### config.mk
export PLATFORM = sky130hd
export DESIGN_NAME = timer_dev_flat
export DESIGN_NICKNAME = d
export VERILOG_FILES = /design/src/rtl/timer_dev_if.sv /design/src/rtl/timer_dev.sv /design/src/flat_wrapper.sv
export SDC_FILE = /design/constraint.sdc
export NUM_CORES = 1
export LEC_CHECK = 0
export BUFFER_PORTS_ARGS = -buffer_cell sky130_fd_sc_hd__buf_2
export CAP_MARGIN = 15
export CORE_ASPECT_RATIO = 2
export CORE_MARGIN = 2
export CORE_UTILIZATION = 54
export CTS_CLUSTER_SIZE = 16
export DETAILED_ROUTE_END_ITERATION = 12
export GPL_TIMING_DRIVEN = 0
export HOLD_SLACK_MARGIN = 0.08
export PLACE_DENSITY_LB_ADDON = 0.12
export SYNTH_ARGS = -nofsm -noshare
export SYNTH_HDL_FRONTEND = slang
export SYNTH_SLANG_ARGS = --single-unit
### constraint.sdc
create_clock -name clk -period 2.9 [get_ports clk]
set_clock_uncertainty 0.15 [all_clocks]
set_input_delay 0.725 -clock clk [delete_from_list [all_inputs] [get_ports clk]]
set_output_delay 0.725 -clock clk [all_outputs]
set_load 0.005 [all_outputs]
### src/rtl/timer_dev_if.sv
// Processor-side device bus as seen by one peripheral: select, write strobe,
// word address, write data and combinational read data.
interface timer_dev_if;
    logic        sel;
    logic        we;
    logic [1:0]  addr;
    logic [31:0] din;
    logic [31:0] dout;

    modport master (output sel, we, addr, din, input dout);
    modport slave  (input sel, we, addr, din, output dout);
endinterface

### src/rtl/timer_dev.sv
// Programmable interval timer: one-shot or auto-reload down-counter with an
// optional prescaler and a masked, registered interrupt request.
module timer_dev #(
    parameter int unsigned PRESCALE = 1
) (
    input  logic       clk,
    input  logic       rst,
    timer_dev_if.slave bus,
    output logic       irq
);

    localparam int unsigned      PSC_W    = (PRESCALE > 1) ? $clog2(PRESCALE) : 1;
    localparam logic [PSC_W-1:0] PSC_LAST = PSC_W'(PRESCALE - 1);

    typedef enum logic [1:0] {S_IDLE, S_LOAD, S_CNT, S_INT} state_e;

    state_e           state_q, state_d;
    logic [3:0]       ctrl_q, ctrl_d;
    logic [31:0]      preset_q, preset_d;
    logic [31:0]      count_q, count_d;
    logic [PSC_W-1:0] psc_q, psc_d;
    logic             irq_flag_q, irq_flag_d;
    logic             irq_q, irq_d;
    logic             ctrl_wr, preset_wr, tick, reload;

    assign ctrl_wr   = bus.sel && bus.we && (bus.addr == 2'd0);
    assign preset_wr = bus.sel && bus.we && (bus.addr == 2'd1);
    assign tick      = (psc_q == PSC_LAST);
    assign reload    = (ctrl_q[2:1] == 2'b01);
    assign irq       = irq_q;

    always_comb begin
        case (bus.addr)
            2'd0:    bus.dout = {28'd0, ctrl_q};
            2'd1:    bus.dout = preset_q;
            2'd2:    bus.dout = count_q;
            default: bus.dout = 32'd0;
        endcase
    end

    always_comb begin
        // NOTE: every output of this block gets a default first, so no path can infer a latch.
        state_d    = state_q;
        ctrl_d     = ctrl_q;
        preset_d   = preset_q;
        count_d    = count_q;
        psc_d      = psc_q;
        irq_flag_d = irq_flag_q;

        case (state_q)
            S_IDLE: if (ctrl_q[0]) state_d = S_LOAD;
            S_LOAD: begin
                count_d = preset_q;
                psc_d   = '0;
                state_d = S_CNT;
            end
            S_CNT: begin
                if (!ctrl_q[0]) begin
                    state_d = S_IDLE;
                end else if (tick) begin
                    psc_d = '0;
                    if (count_q <= 32'd1) begin
                        count_d    = 32'd0;
                        irq_flag_d = 1'b1;
                        state_d    = S_INT;
                    end else begin
                        count_d = count_q - 32'd1;
                    end
                end else begin
                    psc_d = psc_q + PSC_W'(1);
                end
            end
            S_INT: begin
                if (reload) begin
                    irq_flag_d = 1'b0;
                    state_d    = S_LOAD;
                end else begin
                    ctrl_d[0] = 1'b0;
                    state_d   = S_IDLE;
                end
            end
            default: state_d = S_IDLE;
        endcase

        // Bus writes override hardware updates of CTRL and always drop the flag.
        if (ctrl_wr) begin
            ctrl_d     = bus.din[3:0];
            irq_flag_d = 1'b0;
        end
        if (preset_wr) preset_d = bus.din;

        irq_d = irq_flag_d & ctrl_d[3];
    end

    always_ff @(posedge clk or negedge rst) begin
        if (!rst) begin
            state_q    <= S_IDLE;
            ctrl_q     <= 4'd0;
            preset_q   <= 32'd0;
            count_q    <= 32'd0;
            psc_q      <= '0;
            irq_flag_q <= 1'b0;
            irq_q      <= 1'b0;
        end else begin
            // NOTE: non-blocking so every register samples the pre-edge values.
            state_q    <= state_d;
            ctrl_q     <= ctrl_d;
            preset_q   <= preset_d;
            count_q    <= count_d;
            psc_q      <= psc_d;
            irq_flag_q <= irq_flag_d;
            irq_q      <= irq_d;
        end
    end

endmodule

### src/flat_wrapper.sv
// flat-port wrapper written by rule: the top's interface ports become plain ports
module timer_dev_flat 
#(
    parameter int unsigned PRESCALE = 1
)
  (clk, rst, irq, bus_sel, bus_we, bus_addr, bus_din, bus_dout);
  timer_dev_if bus_i ();
  input  logic clk;
  input  logic rst;
  output logic irq;
  input wire logic [$bits(bus_i.sel)-1:0] bus_sel;
  input wire logic [$bits(bus_i.we)-1:0] bus_we;
  input wire logic [$bits(bus_i.addr)-1:0] bus_addr;
  input wire logic [$bits(bus_i.din)-1:0] bus_din;
  output wire logic [$bits(bus_i.dout)-1:0] bus_dout;
  assign bus_i.sel = bus_sel;
  assign bus_i.we = bus_we;
  assign bus_i.addr = bus_addr;
  assign bus_i.din = bus_din;
  assign bus_dout = bus_i.dout;
  timer_dev #(.PRESCALE(PRESCALE)) u_core (.clk(clk), .rst(rst), .bus(bus_i), .irq(irq));
endmodule
==> results.toml <==
[status]
outcome = "finished, final reports clean"

[placement]
area_post_placement_mm2 = 0.00470
dpl.hpwl_um = 9070
numPortBuffers = 69
globalplace.congestion = 0.936
cell_count_post_placement = 577

[power_and_ir_drop]
power.density_cell_area_mw_per_mm2 = 984
leakagePower_nw = 2.22
worst_ir_drop_vdd_v = 0.000562
report.power.total_mw = 4.96

[yosys]
ys_dominant_reg_cell = "dfrtp_1"
ys_top_cells_by_area = "dfrtp_1, mux2_2, a22o_1"
post_synth_inst_count = 413
ys_seq_area_share_pct = 42.8
synth_enable_flop_cells = 0
post_synth.cell_area_avg_um2 = 10.2
synth_top_cells_by_count = "dfrtp_1, mux2_2, nand2_1, a22o_1"
share_of_flip_flops_with_an_asynchronous_set_or_reset_pct = 100
post_synth_num_cell_types = 56
yosysTopAreaCell = "dfrtp_1"
yosysWarnings = 0
postSynthNetCount = 453
synth_most_common_cell = "dfrtp_1"
synth_top_area_share_pct = 42.8
post_synth_instance_area_mm2 = 0.00421
synth.ff_latch_count = 72

[critical_path]
crit_required_ns = 2.03
rrSetupSlack_ns = 0.12
worst_setup_path_endpoint = "bus_dout[25]"
critical_path_peak_fanout = 10
critical_path.startpoint_type = "input port"
type_of_the_worst_setup_path = "input port to output port"
setup.worst_path.start = "bus_addr[0]"
worstPathArrival_ns = 1.94
r2r-start = "u_core.state_q[1]"
regToRegEndpoint = "u_core.count_q[5]"
cp_capture_type = "output port"
timing.reg2reg.worst_path_depth = 6

[global_routing]
grt_pass1_vias = 3904
grt_overflow_total = 0
grt_first_pass_wirelength_um = 20400
grt_usage_pct = 32.3
grt_start_max_net_pins = 54
antenna_found_initial = 0

[worst_hold_path]
worst_hold_path_type = "input port to async pin"

[final_layout]
num-nets-final = 534
drive_above_1_share_pct = 31.3
diodes = 0
flow.area_growth_from_synthesis_pct = 19.9
finish.cell_count_without_fillers = 593
fin_area_mm2 = 0.00505
layout.filler_cells = 639

[timing]
fin_worst_hold_slack_ns = 0.105
final_hold_violating_endpoints = 0
fin_crit_sh_pct = 97.2
report.final.setup_viol = 0
slew_viol_final = 0
timing.setup.tns_ns = 0
grt_setup_unrepaired = "false"
tightestPinTransition_ns = 0.844
layout_min_cycle_time_ns = 2.82
maxClockFrequency_mhz = 355
timing.slew.headroom_pct = 43.3

[clocking]
tritoncts = "done"
ctsHtreeMaxLevel = 3
cts_inserted_buffers = 9
clk_pin_slew_ns = 0.05
tritoncts_num_sinks = 72
clkLatencyLatePin_ns = 0.35
cts_buffer_depth = 2
cts_root_buf = "clkbuf_16"

[die]
num_rows = 45
die_outline_area_mm2 = 0.00856
floorplan.core_area_mm2 = 0.00760
i_o_pin_cnt = 71
initial_utilization_pct = 55.4
die_h_um = 129
die_width_um = 66.4

[routing]
violation_count_after_the_first_detailed_route_iteration = 352
detailroute.via_count = 3911
drt-wirelength-per-cell_um = 22.0
detail_route.drc_violations = 0
first_pass_iters = 5
vias_per_cell = 6.60
antenna_left = 0
route.final.wire_length_um = 13000

[run]
drv.max_cap_violation_count = 0
==> registers in the layout (all words and copies together) (netlist names) <==
signal	count
u_core.ctrl_q	4
u_core.state_q	2
u_core.preset_q	32
u_core.count_q	32
u_core.irq	1
u_core.irq_flag_q	1
==> where the power goes <==
group	total [mW]	internal, mW	switching [mW]	leakage (nW)
logic	1.96	0.838	1.13	1.18
registers	1.80	1.36	0.442	0.880
clock network	1.20	0.771	0.431	0.158
==> cells in the final DEF, fill, tap and decap left out, types with 6 or more instances in the layout <==
cell / n
nor3_1: 11
a21oi_1: 7
clkbuf_1: 13
nor4_1: 8
nand4_1: 7
dfrtp_1: 72
a22oi_1: 13
or3_1: 7
mux2_2: 34
a22o_1: 32
o21ai_0: 11
buf_2: 71
o2bb2ai_1: 6
clkbuf_16: 9
buf_6: 6
nand2_1: 34
mux2i_1: 6
o31ai_1: 11
nand3_1: 17
nor2_1: 19
inv_1: 9
==> cell type report <==
cell class	instances	area, um^2	share of cell area, %
buffer	36	219	4.34
clock buffer	10	239	4.74
clock inverter	6	82.6	1.64
inverter	9	33.8	0.669
multi-input combinational	296	2180	43.1
sequential	72	1800	35.7
tap	94	118	2.33
timing repair buffer	70	375	7.44
==> through the flow <==
step,setup WS [ns],utilization [%]
2_1_floorplan,0.0678,-
3_3_place_gp,-0.687,61.4
3_5_place_dp,-0.716,61.8
4_1_cts,0.00985,66.2
5_1_grt,0.0183,66.4
6_report,0.0825,66.4
==> critical path, stage by stage <==
cell      delay (ns)
clkbuf_2        0.19
nor2b_1         0.22
buf_4           0.24
clkbuf_4        0.26
a22o_1          0.18
buf_2           0.11
==> worst min-delay path by stage <==
stage | from | endpoint
floorplan | rst | u_core.count_q[0]
detailed placement | u_core.ctrl_q[1] | u_core.ctrl_q[1]
global route | rst | u_core.preset_q[15]
CTS | rst | u_core.preset_q[15]
finish | rst | u_core.preset_q[8]
global placement | u_core.ctrl_q[1] | u_core.ctrl_q[1]
==> kinds of logic after synthesis <==
logic type | share of synthesized area [%]
buffers and inverters | 5.59
muxes | 10.5
and+or+nand+nor | 18.3
DFF | 42.8
AOI/OAI and AO/OA | 22.2
adders and majority gates | 0.595
==> per-layer routing <==
layer	vias to the layer above	track usage, %	part of all wire (%)
met2	194	56.2	52
met5	-	0	0
met3	47	5.33	6.5
met1	1909	36.5	37
li1	1761	-	-
met4	0	17.9	4.1
==> what timing repair did <==
action                     in CTS  in global routing
hold buffers                    0                  0
pin swaps                       0                  0
resized for setup               8                  6
setup endpoints to repair      32                 39
buffers inserted                0                  0
(Power assumes the default switching activity.)
